`config.mk`:
```
export PLATFORM = sky130hd
export DESIGN_NAME = de2_switch_debouncer_flat
export DESIGN_NICKNAME = d
export VERILOG_FILES = /design/src/rtl/de2_switch_debouncer_pkg.sv /design/src/rtl/de2_switch_debouncer_if.sv /design/src/rtl/de2_switch_debouncer_bit.sv /design/src/rtl/de2_switch_debouncer.sv /design/src/flat_wrapper.sv
export SDC_FILE = /design/constraint.sdc
export NUM_CORES = 1
export LEC_CHECK = 0
export BUFFER_PORTS_ARGS = -buffer_cell sky130_fd_sc_hd__buf_2
export CAP_MARGIN = 20
export CORE_AREA = 4 4 142 144
export DETAILED_ROUTE_END_ITERATION = 16
export DIE_AREA = 0 0 146 148
export HOLD_SLACK_MARGIN = 0.05
export PLACE_DENSITY = 0.48
export SYNTH_ARGS = -nofsm -noshare
export SYNTH_HDL_FRONTEND = slang
export SYNTH_SLANG_ARGS = --single-unit
```
`constraint.sdc`:
```
create_clock -name clk -period 5.07 [get_ports clk]
set_input_delay 0 -clock clk [delete_from_list [all_inputs] [get_ports clk]]
set_output_delay 0 -clock clk [all_outputs]
set_load 0.01 [all_outputs]
```
`src/rtl/de2_switch_debouncer_pkg.sv`:
```
// Shared constants and helpers for the DE2 slide-switch debouncer.
// Optional toggle_pulse output is enabled by DE2_DEBOUNCE_PULSE_EN.
package de2_debounce_pkg;

   localparam int DEB_WIDTH_DEF        = 18;
   localparam int DEB_TICK_DIV_DEF     = 50000;
   localparam int DEB_STABLE_TICKS_DEF = 10;

   function automatic int deb_cnt_w(input int stable_ticks);
      return $clog2(stable_ticks + 1);
   endfunction

endpackage

```
`src/rtl/de2_switch_debouncer_if.sv`:
```
// Switch bus between board pins / PIO and the debouncer.
// toggle_pulse is present only with DE2_DEBOUNCE_PULSE_EN.
interface de2_switch_debouncer_if
   import de2_debounce_pkg::*;
#(
   parameter int WIDTH = DEB_WIDTH_DEF
);

   logic [WIDTH-1:0] sw_in;
   logic [WIDTH-1:0] sw_out;
`ifdef DE2_DEBOUNCE_PULSE_EN
   logic [WIDTH-1:0] toggle_pulse;

   modport master (
      output sw_in,
      input  sw_out,
      input  toggle_pulse
   );

   modport slave (
      input  sw_in,
      output sw_out,
      output toggle_pulse
   );
`else
   modport master (
      output sw_in,
      input  sw_out
   );

   modport slave (
      input  sw_in,
      output sw_out
   );
`endif

endinterface

```
`src/rtl/de2_switch_debouncer_bit.sv`:
```
// One switch bit: 2-flop synchroniser plus stability counter.
// Registered toggle_pulse exists only with DE2_DEBOUNCE_PULSE_EN.
module de2_debounce_bit
   import de2_debounce_pkg::*;
#(
   parameter int STABLE_TICKS = DEB_STABLE_TICKS_DEF
) (
   input  logic clk,
   input  logic reset,
   input  logic sw_in,
   input  logic tick,
`ifdef DE2_DEBOUNCE_PULSE_EN
   output logic toggle_pulse,
`endif
   output logic sw_out
);

   localparam int CW = deb_cnt_w(STABLE_TICKS);
   localparam logic [CW-1:0] LAST = CW'(STABLE_TICKS - 1);

   logic          s1;
   logic          s2;
   logic [CW-1:0] cnt;
   logic          mismatch;
   logic          accept;

   assign mismatch = s2 ^ sw_out;
   assign accept   = mismatch && tick && (cnt == LAST);

   // Any return to the accepted level clears the count, even on a tick.
   always_ff @(posedge clk or posedge reset) begin
      if (reset) begin
         s1     <= 1'b0;
         s2     <= 1'b0;
         cnt    <= '0;
         sw_out <= 1'b0;
`ifdef DE2_DEBOUNCE_PULSE_EN
         toggle_pulse <= 1'b0;
`endif
      end else begin
         s1 <= sw_in;
         s2 <= s1;
         if (!mismatch) begin
            cnt <= '0;
         end else if (accept) begin
            sw_out <= s2;
            cnt    <= '0;
         end else if (tick) begin
            cnt <= cnt + 1'b1;
         end
`ifdef DE2_DEBOUNCE_PULSE_EN
         toggle_pulse <= accept;
`endif
      end
   end

endmodule

```
`src/rtl/de2_switch_debouncer.sv`:
```
// Debounces the DE2 slide switches ahead of the toggle-switch PIO.
// Define DE2_DEBOUNCE_PULSE_EN to add the per-bit toggle_pulse output.
module de2_switch_debouncer
   import de2_debounce_pkg::*;
#(
   parameter int WIDTH        = DEB_WIDTH_DEF,
   parameter int TICK_DIV     = DEB_TICK_DIV_DEF,
   parameter int STABLE_TICKS = DEB_STABLE_TICKS_DEF
) (
   input logic                   clk,
   input logic                   reset,
   de2_switch_debouncer_if.slave bus
);

   localparam int DW = $clog2(TICK_DIV);
   localparam logic [DW-1:0] DIV_LAST = DW'(TICK_DIV - 1);

   logic [DW-1:0]    div_cnt;
   logic             tick;
   logic [WIDTH-1:0] sw_out_w;
`ifdef DE2_DEBOUNCE_PULSE_EN
   logic [WIDTH-1:0] pulse_w;
`endif

   assign tick = (div_cnt == DIV_LAST);

   // One prescaler shared by every bit.
   always_ff @(posedge clk or posedge reset) begin
      if (reset) begin
         div_cnt <= '0;
      end else if (tick) begin
         div_cnt <= '0;
      end else begin
         div_cnt <= div_cnt + 1'b1;
      end
   end

   for (genvar i = 0; i < WIDTH; i++) begin : g_bit
      de2_debounce_bit #(
         .STABLE_TICKS(STABLE_TICKS)
      ) u_bit (
         .clk         (clk),
         .reset       (reset),
         .sw_in       (bus.sw_in[i]),
         .tick        (tick),
`ifdef DE2_DEBOUNCE_PULSE_EN
         .toggle_pulse(pulse_w[i]),
`endif
         .sw_out      (sw_out_w[i])
      );
   end

   assign bus.sw_out = sw_out_w;
`ifdef DE2_DEBOUNCE_PULSE_EN
   assign bus.toggle_pulse = pulse_w;
`endif

endmodule

```
`src/flat_wrapper.sv`:
```
// flat-port wrapper written by rule: the top's interface ports become plain ports
module de2_switch_debouncer_flat import de2_debounce_pkg::*;
#(
   parameter int WIDTH        = DEB_WIDTH_DEF,
   parameter int TICK_DIV     = DEB_TICK_DIV_DEF,
   parameter int STABLE_TICKS = DEB_STABLE_TICKS_DEF
)
  (clk, reset, bus_sw_in, bus_sw_out);
  de2_switch_debouncer_if #(.WIDTH(WIDTH)) bus_i ();
  input logic clk;
  input logic reset;
  input wire logic [$bits(bus_i.sw_in)-1:0] bus_sw_in;
  output wire logic [$bits(bus_i.sw_out)-1:0] bus_sw_out;
  assign bus_i.sw_in = bus_sw_in;
  assign bus_sw_out = bus_i.sw_out;
  de2_switch_debouncer #(.WIDTH(WIDTH), .TICK_DIV(TICK_DIV), .STABLE_TICKS(STABLE_TICKS)) u_core (.clk(clk), .reset(reset), .bus(bus_i));
endmodule
```
==> impl_table.tex, run 1 <==
\begin{tabular}{lr}
\hline
Metric & Value \\
\hline
\multicolumn{2}{l}{\textbf{Run status}} \\
\quad Result of the run & complete, no violations \\
\multicolumn{2}{l}{\textbf{Detailed routing}} \\
\quad Post-route DRC violation count & 0 \\
\quad Vias & 4714 \\
\quad Number of vias per cell & 4.96 \\
\quad Avg WL per Cell & 13.0 um \\
\quad Count of routing violations after the opening detailed-route iteration & 218 \\
\quad Number of nets with antenna violations after routing & 0 \\
\quad Total iterations of the first detailed-routing run & 4 \\
\quad Wire length reported by the detailed router & 12300 um \\
\multicolumn{2}{l}{\textbf{Pwr}} \\
\quad Switching pwr & 552 uW \\
\quad Power density over the cells & 324 mW/mm\^{}2 \\
\quad Net switching share of the total power & 21.6\% \\
\quad Combinational fraction of design power & 2.2\% \\
\quad Leakage dissipation & 0.00337 uW \\
\quad Clock Power Share & 52.6\% \\
\quad Largest voltage drop on the vdd net & 223 uV \\
\quad Int Power & 2000 uW \\
\quad Sequential share of power & 45.2\% \\
\multicolumn{2}{l}{\textbf{Worst setup path}} \\
\quad WS Path Type & reg2reg \\
\quad RR Endpoint & u\_core.g\_bit[4].u\_bit.cnt[3] \\
\quad Arr. time, crit path & 3.18 ns \\
\quad Crit path capture type & flip-flop \\
\quad Cell depth of the worst flop-to-flop path & 6 \\
\quad Launching point of the worst reg2reg path & u\_core.div\_cnt[0] \\
\quad Setup crit start kind & flip-flop \\
\quad Launch point of the critical path & u\_core.div\_cnt[0] \\
\quad Worst-case register-to-register setup slack & 2.23 ns \\
\quad Worst EP required & 5.41 ns \\
\quad Max Fanout on Critical Path & 60 \\
\multicolumn{2}{l}{\textbf{Min path}} \\
\quad Endpoint, Worst Hold & u\_core.g\_bit[0].u\_bit.s1 \\
\quad Hold\_sp & bus\_sw\_in[0] \\
\quad Instance count along the most critical hold path & 2 \\
\quad HP Class & in2reg \\
\multicolumn{2}{l}{\textbf{Synthesis}} \\
\quad Count of mapped cells out of synthesis & 662 \\
\quad Number of warnings reported in the yosys synthesis log & 0 \\
\quad Synth cell types & 37 \\
\quad Syn nets & 719 \\
\quad Cell type with the largest total area after synthesis & dfrtp\_1 \\
\quad Fraction of the mapped netlist area in compound gates & 10.3\% \\
\quad Post-synthesis share of cell area spent on full adders, half adders and majority gates & 6.86\% \\
\quad Post-synth design cell area & 0.00675 mm\^{}2 \\
\quad Share of async-settable or async-resettable flops after synthesis & 100\% \\
\quad Flop and latch count out of synthesis & 142 \\
\quad Multiplexer share of the synthesized area & 3.00\% \\
\quad Cell types with the largest area share after synthesis & dfrtp\_1, ha\_1, a21oi\_1 \\
\quad Basic-gate share of the synthesized area counting and, or, nand and nor cells & 17.3\% \\
\quad Dominant combinational cell family by area after synthesis & simple AND/OR/NAND/NOR gates \\
\quad Avg Inst Size Synth & 10.2 um\^{}2 \\
\quad Sequential share of the synthesized area & 52.6\% \\
\quad Number of enable flip-flop cells after synthesis & 0 \\
\quad Area share of xor/xnor cells in the synthesized design & 4.02\% \\
\quad Fraction of post-synthesis cell area in the top cell type by area & 52.6\% \\
\quad Main flop type after synthesis & dfrtp\_1 \\
\multicolumn{2}{l}{\textbf{Clock tree}} \\
\quad TritonCTS clock tree & yes \\
\quad CTS Buf Count & 17 \\
\quad Count of buffers added by post-CTS timing repair for setup & 0 \\
\quad CTS sink cnt & 142 \\
\quad Cell at the root of the clock tree & clkbuf\_16 \\
\quad Clock latency reported for the late side of the worst-skew pair & 0.42 ns \\
\quad H-Tree Depth & 4 \\
\quad Clock-pin slew reported for the worst setup and hold paths after clock tree synthesis & 0.07 ns \\
\quad CTS max path bufs & 2 \\
\multicolumn{2}{l}{\textbf{Global route}} \\
\quad Number of antenna violations at the first check in global routing & 0 \\
\quad Global-route wire length before repair & 21900 um \\
\quad Vias in the first global route & 4705 \\
\quad GR Overflow Total & 0 \\
\quad GR Util All Layers & 12.3\% \\
\quad Pin count of the biggest net entering global routing & 92 \\
\multicolumn{2}{l}{\textbf{Timing}} \\
\quad Total Neg Setup Slack & 0 ns \\
\quad Worst clock skew & 0.00920 ns \\
\quad Worst hold slack & 0.212 ns \\
\quad Count of pins over their slew limit & 0 \\
\quad Period minus WS final & 2.84 ns \\
\quad Slew @ Worst Pin & 0.823 ns \\
\quad Setup-violating endpoint count in the final report & 0 \\
\quad Achievable clock frequency & 0.352 GHz \\
\quad Hold Vio Cnt, Final & 0 \\
\quad Unrepaired setup endpoints after global routing & no \\
\quad Worst slew margin & 45.2\% \\
\quad Portion of the clock cycle consumed by the worst path in the final layout & 56.0\% \\
\multicolumn{2}{l}{\textbf{Layout}} \\
\quad Core Util, Final & 42.1\% \\
\quad Fillers & 1748 \\
\quad Final net count & 761 \\
\quad Total inserted antenna cells & 0 \\
\quad Layout overhead on the synthesized area & 16.6\% \\
\quad Layout cell share with drive strength beyond 1 & 13.5\% \\
\multicolumn{2}{l}{\textbf{Placed design}} \\
\quad Weighted congestion reported at the end of routability-driven placement & 0.776 \\
\quad Sum of net half-perimeters after detailed placement & 7750 um \\
\quad Count of input and output buffers & 37 \\
\multicolumn{2}{l}{\textbf{Floorplan}} \\
\quad Die ar. & 0.0216 mm\^{}2 \\
\quad Width of the chip & 146 um \\
\quad Row cnt & 50 \\
\quad Initial core utilization & 36.1\% \\
\quad Number of top-level pins & 38 \\
\quad Die outline height & 148 um \\
\quad Area inside the core boundary & 0.0187 mm\^{}2 \\
\multicolumn{2}{l}{\textbf{Job}} \\
\quad Number of max-cap violations & 0 \\
\hline
\end{tabular}
-- cells by family (layout without fill, tap and decap cells) --
family	after synthesis	count (layout)
compound gates	127	127
xor+xnor	31	31
fa+ha+maj	37	37
buf+inv	83	138
flops	142	142
mux	18	18
simple gates	224	224
-- state kept, by name, summed over array words and instances, names as in the netlist --
name / flops
u_core.g_bit.u_bit.cnt: 72
u_core.g_bit.u_bit.s2: 18
u_core.div_cnt: 16
u_core.g_bit.u_bit.s1: 18
u_core.g_bit.u_bit.sw_out: 18
-- layout by cell type, fill, tap and decap left out, types with 18 or more instances in the layout --
| master | n |
|---|---|
| xnor2_1 | 23 |
| nand3_1 | 29 |
| dlygate4sd3_1 | 19 |
| inv_1 | 46 |
| a21oi_1 | 62 |
| buf_2 | 37 |
| mux2_2 | 18 |
| ha_1 | 37 |
| nand2_1 | 76 |
| o21ai_0 | 33 |
| or3_1 | 38 |
| nor2_1 | 37 |
| dfrtp_1 | 142 |
-- routing by layer --
metal / GRT usage [%] / vias to the layer above / share of wire (%)
met2: 20.6 / 46 / 48
met1: 15.3 / 2301 / 47
met3: 3.22 / 10 / 2.8
met5: 0 / - / 0
li1: - / 2357 / -
met4: 4.56 / 0 / 1.3
-- stage by stage --
| step | setup WS [ns] | area (um^2) | total power [uW] | instances |
|---|---|---|---|---|
| 2_1_floorplan | 1.26 | 6750 | 1200 | 662 |
| 3_3_place_gp | 2.28 | 7050 | 1220 | 900 |
| 3_5_place_dp | 2.22 | 7050 | 1220 | 900 |
| 4_1_cts | 2.21 | 7870 | 2600 | 951 |
| 5_1_grt | 2.02 | 7870 | 2660 | 951 |
| 6_report | 2.23 | 7870 | 2550 | 951 |
-- cell type report --
type | count | area, um^2 | area share [%]
clock buffer | 17 | 425 | 5.40
clock inverter | 15 | 209 | 2.65
inverter | 47 | 181 | 2.30
multi-input combinational | 437 | 2810 | 35.7
sequential | 142 | 3550 | 45.1
tap | 234 | 293 | 3.72
timing repair buffer | 59 | 398 | 5.05
-- critical path: stages (launching register included) --
cell	delay (ns)
dfrtp_1	0.38
ha_1	0.21
and3_1	0.29
nand4_4	0.57
buf_4	0.54
or4b_1	0.57
a31oi_1	0.17
-- worst max path at each step --
| stage | to | depth (start not counted) | slack (ns) |
|---|---|---|---|
| 2_1_floorplan | u_core.div_cnt[0] | 1 | 1.26 |
| 5_1_grt | u_core.g_bit[9].u_bit.cnt[3] | 6 | 2.02 |
| 3_5_place_dp | u_core.g_bit[4].u_bit.cnt[3] | 6 | 2.22 |
| 6_report | u_core.g_bit[4].u_bit.cnt[3] | 6 | 2.23 |
| 3_3_place_gp | u_core.g_bit[3].u_bit.cnt[3] | 5 | 2.28 |
| 4_1_cts | u_core.g_bit[4].u_bit.cnt[3] | 6 | 2.21 |
-- synthesized netlist by cell type, types with 2 or more instances --
library cell / number
a21oi_1: 62
or4b_1: 5
clkbuf_1: 10
xnor2_1: 23
xor2_1: 8
ha_1: 37
buf_4: 18
nand2_1: 76
o21ai_0: 33
and3_1: 3
nor2_1: 37
nor3_1: 2
nand4_1: 7
mux2_2: 18
or4_1: 4
or3_1: 38
dfrtp_1: 142
o21a_1: 9
nor4_1: 2
nand4b_1: 7
nand3_1: 29
inv_1: 47
a21o_1: 3
buf_2: 7
a31oi_1: 17
nor3b_1: 7
-- power by group through the flow --
| stage | Sequential, uW | Combinational [uW] | Clock [uW] |
|---|---|---|---|
| 2_1_floorplan | 1170 | 29.0 | 0 |
| 3_3_place_gp | 1180 | 47.9 | 0 |
| 3_5_place_dp | 1180 | 48.5 | 0 |
| 4_1_cts | 1150 | 60.0 | 1390 |
| 5_1_grt | 1160 | 66.6 | 1440 |
| 6_report | 1150 | 57.0 | 1340 |
-- what timing repair did --
action / in CTS / in global routing
hold endpoints to repair: 108 / 0
hold buffers: 19 / 0
gates resized for setup: 0 / 0
No activity file was read; power rests on OpenSTA's default activity.
==> inputs of run 2 (changes only) <==
==> constraint.sdc (replaced) <==
create_clock -name clk -period 2.63 [get_ports clk]
set_input_delay 0 -clock clk [delete_from_list [all_inputs] [get_ports clk]]
set_output_delay 0 -clock clk [all_outputs]
set_load 0.01 [all_outputs]
==> impl_table.tex, run 2 (same netlist as run 1, synthesis figures left out) <==
\begin{tabular}{lr}
\hline
Metric & Value \\
\hline
\multicolumn{2}{l}{\textbf{Job}} \\
\quad Number of max-cap violations & 0 \\
\multicolumn{2}{l}{\textbf{Min path}} \\
\quad Hold\_sp & bus\_sw\_in[1] \\
\quad Endpoint, Worst Hold & u\_core.g\_bit[1].u\_bit.s1 \\
\quad Instance count along the most critical hold path & 2 \\
\quad HP Class & in2reg \\
\multicolumn{2}{l}{\textbf{Layout}} \\
\quad Commonest cells after routing, fill and taps aside & dfrtp\_1, nand2\_1, a21oi\_1 \\
\quad Max FFs per register & 72 \\
\quad Core Util, Final & 42.5\% \\
\quad Most common cell after layout, fill and taps aside & dfrtp\_1 \\
\quad Top register by number of flip-flops & u\_core.g\_bit.u\_bit.cnt \\
\quad Final net count & 767 \\
\quad Layout cell share with drive strength beyond 1 & 14.2\% \\
\quad Total inserted antenna cells & 0 \\
\quad Post-layout instance count excluding filler cells & 957 \\
\quad Layout overhead on the synthesized area & 17.7\% \\
\multicolumn{2}{l}{\textbf{Worst setup path}} \\
\quad Critical path, cell by cell & ha\_1 -> and3\_1 -> nand4\_4 -> buf\_12 -> or4b\_1 -> a31oi\_1 \\
\quad Launching point of the worst reg2reg path & u\_core.div\_cnt[0] \\
\quad WS Path Type & reg2reg \\
\quad Worst EP required & 2.95 ns \\
\quad Setup crit start kind & flip-flop \\
\quad Worst-case register-to-register setup slack & 0.59 ns \\
\quad RR Endpoint & u\_core.g\_bit[7].u\_bit.cnt[3] \\
\quad Max stage delay on crit path & 0.51 ns \\
\quad Cell depth of the worst flop-to-flop path & 6 \\
\quad Arr. time, crit path & 2.36 ns \\
\quad Crit path capture type & flip-flop \\
\quad Critical-path cell with the highest stage delay & or4b\_1 \\
\quad Max Fanout on Critical Path & 66 \\
\multicolumn{2}{l}{\textbf{Floorplan}} \\
\quad Die outline height & 148 um \\
\quad Initial core utilization & 36.1\% \\
\quad Width of the chip & 146 um \\
\quad Row cnt & 50 \\
\quad Die ar. & 0.0216 mm\^{}2 \\
\quad Number of top-level pins & 38 \\
\quad Area inside the core boundary & 0.0187 mm\^{}2 \\
\multicolumn{2}{l}{\textbf{Clock tree}} \\
\quad H-Tree Depth & 4 \\
\quad Clock latency reported for the late side of the worst-skew pair & 0.42 ns \\
\quad Resized cells post-CTS & 0 \\
\quad TritonCTS clock tree & yes \\
\quad Cell at the root of the clock tree & clkbuf\_16 \\
\quad Number of hold-repair buffers added at the cts stage & 19 \\
\quad CTS sink cnt & 142 \\
\quad CTS max path bufs & 2 \\
\quad CTS Buf Count & 17 \\
\quad Count of buffers added by post-CTS timing repair for setup & 0 \\
\quad Clock-pin slew reported for the worst setup and hold paths after clock tree synthesis & 0.06 ns \\
\multicolumn{2}{l}{\textbf{Timing}} \\
\quad Worst slew margin & 51.2\% \\
\quad Total Neg Setup Slack & 0 ns \\
\quad Setup-violating endpoint count in the final report & 0 \\
\quad Achievable clock frequency & 0.491 GHz \\
\quad Slew @ Worst Pin & 0.731 ns \\
\quad Hold Vio Cnt, Final & 0 \\
\quad Count of pins over their slew limit & 0 \\
\quad Setup slack of the critical path after layout & 0.592 ns \\
\quad Unrepaired setup endpoints after global routing & no \\
\quad Period minus WS final & 2.04 ns \\
\quad Portion of the clock cycle consumed by the worst path in the final layout & 77.5\% \\
\quad Worst clock skew & 0.00833 ns \\
\multicolumn{2}{l}{\textbf{Detailed routing}} \\
\quad Number of vias per cell & 4.97 \\
\quad Vias & 4753 \\
\quad Count of routing violations after the opening detailed-route iteration & 292 \\
\quad Number of nets with antenna violations after routing & 0 \\
\quad Wire length reported by the detailed router & 12500 um \\
\quad Avg WL per Cell & 13.1 um \\
\quad Total iterations of the first detailed-routing run & 4 \\
\quad Post-route DRC violation count & 0 \\
\multicolumn{2}{l}{\textbf{Global route}} \\
\quad GR Overflow Total & 0 \\
\quad GR Util All Layers & 12.5\% \\
\quad Vias in the first global route & 4825 \\
\quad Global-route wire length before repair & 22200 um \\
\quad Number of antenna violations at the first check in global routing & 0 \\
\quad Pin count of the biggest net entering global routing & 67 \\
\multicolumn{2}{l}{\textbf{Pwr}} \\
\quad Leakage dissipation & 0.00340 uW \\
\quad Power density over the cells & 609 mW/mm\^{}2 \\
\quad Largest voltage drop on the vdd net & 416 uV \\
\multicolumn{2}{l}{\textbf{Placed design}} \\
\quad Weighted congestion reported at the end of routability-driven placement & 0.747 \\
\quad Placed Cells incl. Taps & 906 \\
\quad Worst setup slack before clock tree synthesis & 0.610 ns \\
\quad Sum of net half-perimeters after detailed placement & 8330 um \\
\quad Count of input and output buffers & 37 \\
\multicolumn{2}{l}{\textbf{Run status}} \\
\quad Result of the run & complete, no violations \\
\hline
\end{tabular}
==> run 2: cell types whose count changed in the layout (fill, tap and decap cells not counted) <==
cell        before  now
clkbuf_8         0    3
clkinvlp_4       2    4
buf_12           0    3
inv_6            5    2
bufinv_16        4    3
buf_4            3    6
inv_8            1    0
==> run 2: metal layers <==
metal	share of wire, %	GRT usage [%]
met3	4.1	3.92
met2	49	21.0
met4	0.83	3.81
met1	46	15.4
met5	0	0
==> run 2: worst max-delay path: cells and delay by family (launching register included) <==
family,cells,cell delay (ns)
adders and majority gates,1,0.21
DFF,1,0.38
and+or+nand+nor,3,0.92
buffers and inverters,1,0.22
AOI/OAI and AO/OA,1,0.20
==> run 2: stage by stage <==
| stage | instance area, um^2 | hold WS, ns | total power, uW |
|---|---|---|---|
| finish | 7950 | 0.221 | 4840 |
| global route | 7950 | 0.205 | 5050 |
| CTS | 7950 | 0.200 | 4930 |
| detailed placement | 7130 | 0.109 | 2370 |
| global placement | 7130 | 0.108 | 2360 |
| floorplan | 6760 | 0.0314 | 2320 |
==> run 2: worst max path at each step <==
stage / from / to / cells after the start / slack [ns]
global placement: u_core.div_cnt[0] / u_core.g_bit[3].u_bit.cnt[3] / 6 / 0.68
global route: u_core.div_cnt[0] / u_core.g_bit[6].u_bit.cnt[3] / 6 / 0.51
finish: u_core.div_cnt[0] / u_core.g_bit[7].u_bit.cnt[3] / 6 / 0.59
floorplan: u_core.div_cnt[0] / u_core.g_bit[3].u_bit.cnt[3] / 6 / 0.83
detailed placement: u_core.div_cnt[0] / u_core.g_bit[7].u_bit.cnt[3] / 6 / 0.61
CTS: u_core.div_cnt[0] / u_core.g_bit[7].u_bit.cnt[3] / 6 / 0.60
==> run 2: report_power, final <==
group	leakage, uW	internal, uW	switching [uW]
Combinational	0.00122	46.1	70.2
Clock	0.000299	1570	926
Sequential	0.00189	2210	12.4
Total	0.00340	3830	1010
==> run 2: final cells by class <==
cell class                      count  area, um^2
Sequential cell                   142        3550
Timing Repair Buffer               65         480
Inverter                           47         180
Multi-Input combinational cell    437        2810
Tap cell                          234         293
Clock inverter                     12         158
Clock buffer                       20         467
Fill cell                        1753       10800
==> inputs of run 3 (changes only) <==
--- a/config.mk
+++ b/config.mk
@@ -11,7 +11,7 @@
 export DETAILED_ROUTE_END_ITERATION = 16
 export DIE_AREA = 0 0 146 148
 export HOLD_SLACK_MARGIN = 0.05
-export PLACE_DENSITY = 0.48
+export PLACE_DENSITY = 0.5
 export SYNTH_ARGS = -nofsm -noshare
 export SYNTH_HDL_FRONTEND = slang
 export SYNTH_SLANG_ARGS = --single-unit
==> constraint.sdc (replaced) <==
create_clock -name clk -period 1.8 [get_ports clk]
set_input_delay 0 -clock clk [delete_from_list [all_inputs] [get_ports clk]]
set_output_delay 0 -clock clk [all_outputs]
set_load 0.01 [all_outputs]
==> impl_table.tex, run 3 (same netlist as run 1, synthesis figures left out) <==
\begin{tabular}{lr}
\hline
Metric & Value \\
\hline
\multicolumn{2}{l}{\textbf{Pwr}} \\
\quad Final total power & 6700 uW \\
\quad Net switching share of the total power & 22.7\% \\
\quad Switching pwr & 1520 uW \\
\quad Combinational fraction of design power & 2.7\% \\
\quad Leakage dissipation & 0.00389 uW \\
\quad Power density over the cells & 748 mW/mm\^{}2 \\
\quad Sequential share of power & 48.5\% \\
\quad Largest voltage drop on the vdd net & 598 uV \\
\quad Int Power & 5180 uW \\
\quad Clock Power Share & 48.8\% \\
\multicolumn{2}{l}{\textbf{Global route}} \\
\quad Pin count of the biggest net entering global routing & 58 \\
\quad Vias in the first global route & 5303 \\
\quad GR Util All Layers & 13.9\% \\
\quad Number of antenna violations at the first check in global routing & 0 \\
\quad GR Overflow Total & 0 \\
\quad Global-route wire length before repair & 24700 um \\
\multicolumn{2}{l}{\textbf{Worst setup path}} \\
\quad Critical path, cell by cell & nor4b\_4 -> nand4\_4 -> buf\_6 -> buf\_6 -> or4b\_1 -> a31oi\_1 \\
\quad WS Path Type & reg2reg \\
\quad Crit-path leading delay family & simple AND/OR/NAND/NOR gates \\
\quad Max stage delay on crit path & 0.45 ns \\
\quad Most prevalent standard cell on the critical path & buf\_6 \\
\quad Critical-path cell with the highest stage delay & or4b\_1 \\
\quad Setup crit start kind & flip-flop \\
\quad Number of buffers and inverters on the critical path & 2 \\
\quad Max Fanout on Critical Path & 5 \\
\quad Arr. time, crit path & 2.30 ns \\
\quad Crit path capture type & flip-flop \\
\quad Worst EP required & 2.13 ns \\
\multicolumn{2}{l}{\textbf{Detailed routing}} \\
\quad Wire length reported by the detailed router & 14500 um \\
\quad Avg WL per Cell & 14.2 um \\
\quad Total iterations of the first detailed-routing run & 4 \\
\quad Number of vias per cell & 5.04 \\
\quad Number of nets with antenna violations after routing & 0 \\
\quad Count of routing violations after the opening detailed-route iteration & 237 \\
\quad Vias & 5154 \\
\quad Post-route DRC violation count & 0 \\
\multicolumn{2}{l}{\textbf{Run status}} \\
\quad Result of the run & finished, violations left \\
\quad Violated checks & setup timing \\
\multicolumn{2}{l}{\textbf{Timing}} \\
\quad Worst hold slack & 0.156 ns \\
\quad Count of pins over their slew limit & 0 \\
\quad Worst slew margin & 57.5\% \\
\quad Worst clock skew & 0.0141 ns \\
\quad Setup-violating endpoint count in the final report & 84 \\
\quad Unrepaired setup endpoints after global routing & yes \\
\quad Portion of the clock cycle consumed by the worst path in the final layout & 110\% \\
\quad Slew @ Worst Pin & 0.633 ns \\
\quad Setup slack of the critical path after layout & -0.171 ns \\
\quad Period minus WS final & 1.97 ns \\
\quad Hold Vio Cnt, Final & 0 \\
\quad Achievable clock frequency & 0.507 GHz \\
\multicolumn{2}{l}{\textbf{Floorplan}} \\
\quad Initial core utilization & 36.1\% \\
\quad Number of top-level pins & 38 \\
\quad Width of the chip & 146 um \\
\quad Row cnt & 50 \\
\quad Die outline height & 148 um \\
\quad Die ar. & 0.0216 mm\^{}2 \\
\quad Area inside the core boundary & 0.0187 mm\^{}2 \\
\multicolumn{2}{l}{\textbf{Placed design}} \\
\quad Weighted congestion reported at the end of routability-driven placement & 0.744 \\
\quad Count of input and output buffers & 37 \\
\quad Worst setup slack before clock tree synthesis & -0.228 ns \\
\quad Sum of net half-perimeters after detailed placement & 8720 um \\
\multicolumn{2}{l}{\textbf{Clock tree}} \\
\quad H-Tree Depth & 4 \\
\quad Clock-pin slew reported for the worst setup and hold paths after clock tree synthesis & 0.07 ns \\
\quad Cell at the root of the clock tree & clkbuf\_16 \\
\quad CTS max path bufs & 2 \\
\quad CTS Buf Count & 17 \\
\quad Clock latency reported for the late side of the worst-skew pair & 0.42 ns \\
\quad CTS sink cnt & 142 \\
\quad TritonCTS clock tree & yes \\
\multicolumn{2}{l}{\textbf{Layout}} \\
\quad Final net count & 833 \\
\quad Max FFs per register & 72 \\
\quad Area occupied by registers & 0.00355 mm\^{}2 \\
\quad Multi-input logic area & 0.00311 mm\^{}2 \\
\quad Layout overhead on the synthesized area & 32.7\% \\
\quad Fillers & 1654 \\
\quad Most common cell after layout, fill and taps aside & dfrtp\_1 \\
\quad Total inserted antenna cells & 0 \\
\quad Core Util, Final & 47.9\% \\
\quad Commonest cells after routing, fill and taps aside & dfrtp\_1, nand2\_1, inv\_1 \\
\quad Top register by number of flip-flops & u\_core.g\_bit.u\_bit.cnt \\
\quad Layout cell share with drive strength beyond 1 & 29.7\% \\
\multicolumn{2}{l}{\textbf{Min path}} \\
\quad HP Class & in2async \\
\multicolumn{2}{l}{\textbf{Job}} \\
\quad Number of max-cap violations & 0 \\
\hline
\end{tabular}
==> run 3: cell types whose count changed in the layout (fill, tap and decap cells not counted), sizes merged <==
cell      delta
bufbuf       +1
bufinv       -3
buf         +65
clkinvlp     +2
inv          +1
==> run 3: layout make-up <==
cell class | count | area share (%)
sequential | 142 | 39.6
inverter | 47 | 2.01
timing repair buffer | 131 | 14.2
tap | 234 | 3.27
multi-input combinational | 437 | 34.7
clock inverter | 12 | 0.963
clock buffer | 20 | 5.21
==> run 3: through the flow <==
| stage | instance area (um^2) | setup TNS [ns] | instances |
|---|---|---|---|
| 2_1_floorplan | 6760 | 0 | 662 |
| 3_3_place_gp | 7370 | -1.16 | 935 |
| 3_5_place_dp | 7370 | -3.93 | 935 |
| 4_1_cts | 8690 | -5.74 | 1019 |
| 5_1_grt | 8960 | -14.51 | 1023 |
| 6_report | 8960 | -5.66 | 1023 |
==> run 3: power by group through the flow <==
stage | registers (uW) | logic [uW] | clock network [uW]
floorplan | 3310 | 82.4 | 0
global placement | 3310 | 142 | 0
detailed placement | 3310 | 149 | 0
CTS | 3250 | 183 | 3390
global route | 3250 | 209 | 3520
finish | 3250 | 181 | 3270
==> run 3: layer usage <==
metal  wire, um  global-route usage [%]  vias up
met2       7380                    24.1       81
met1       6450                    17.1     2548
li1           -                       -     2504
met3        449                    3.49       21
met4        227                    4.61        0
met5          0                       0        -
==> run 3: worst paths after layout <==
| kind | from | slack, ns | cells past startpoint | end |
|---|---|---|---|---|
| setup / recovery | u_core.div_cnt[7] | -0.17 | 6 | u_core.g_bit[3].u_bit.cnt[3] |
| hold / removal | reset | 0.16 | 3 | u_core.g_bit[14].u_bit.cnt[0] |
| setup reg to reg | u_core.div_cnt[7] | -0.17 | 6 | u_core.g_bit[3].u_bit.cnt[3] |
| hold reg to reg | u_core.g_bit[4].u_bit.s1 | 0.35 | 0 | u_core.g_bit[4].u_bit.s2 |
| max in group asynchronous | reset | 0.98 | 4 | u_core.g_bit[7].u_bit.s2 |
| min in group clk | bus_sw_in[17] | 0.21 | 2 | u_core.g_bit[17].u_bit.s1 |
==> run 3: what timing repair did <==
item,4_1_cts,5_1_grt
cloned,7,0
buffers inserted,26,9
pin swaps,61,22
endpoints found under the hold margin,94,0
endpoints found under the setup margin,68,91
gates resized for setup,62,77
hold buffers,19,0
==> run 3: tightest hold or removal path: cells and delay by family <==
kind / cells / cell delay [ns]
buffers and inverters: 3 / 1.01
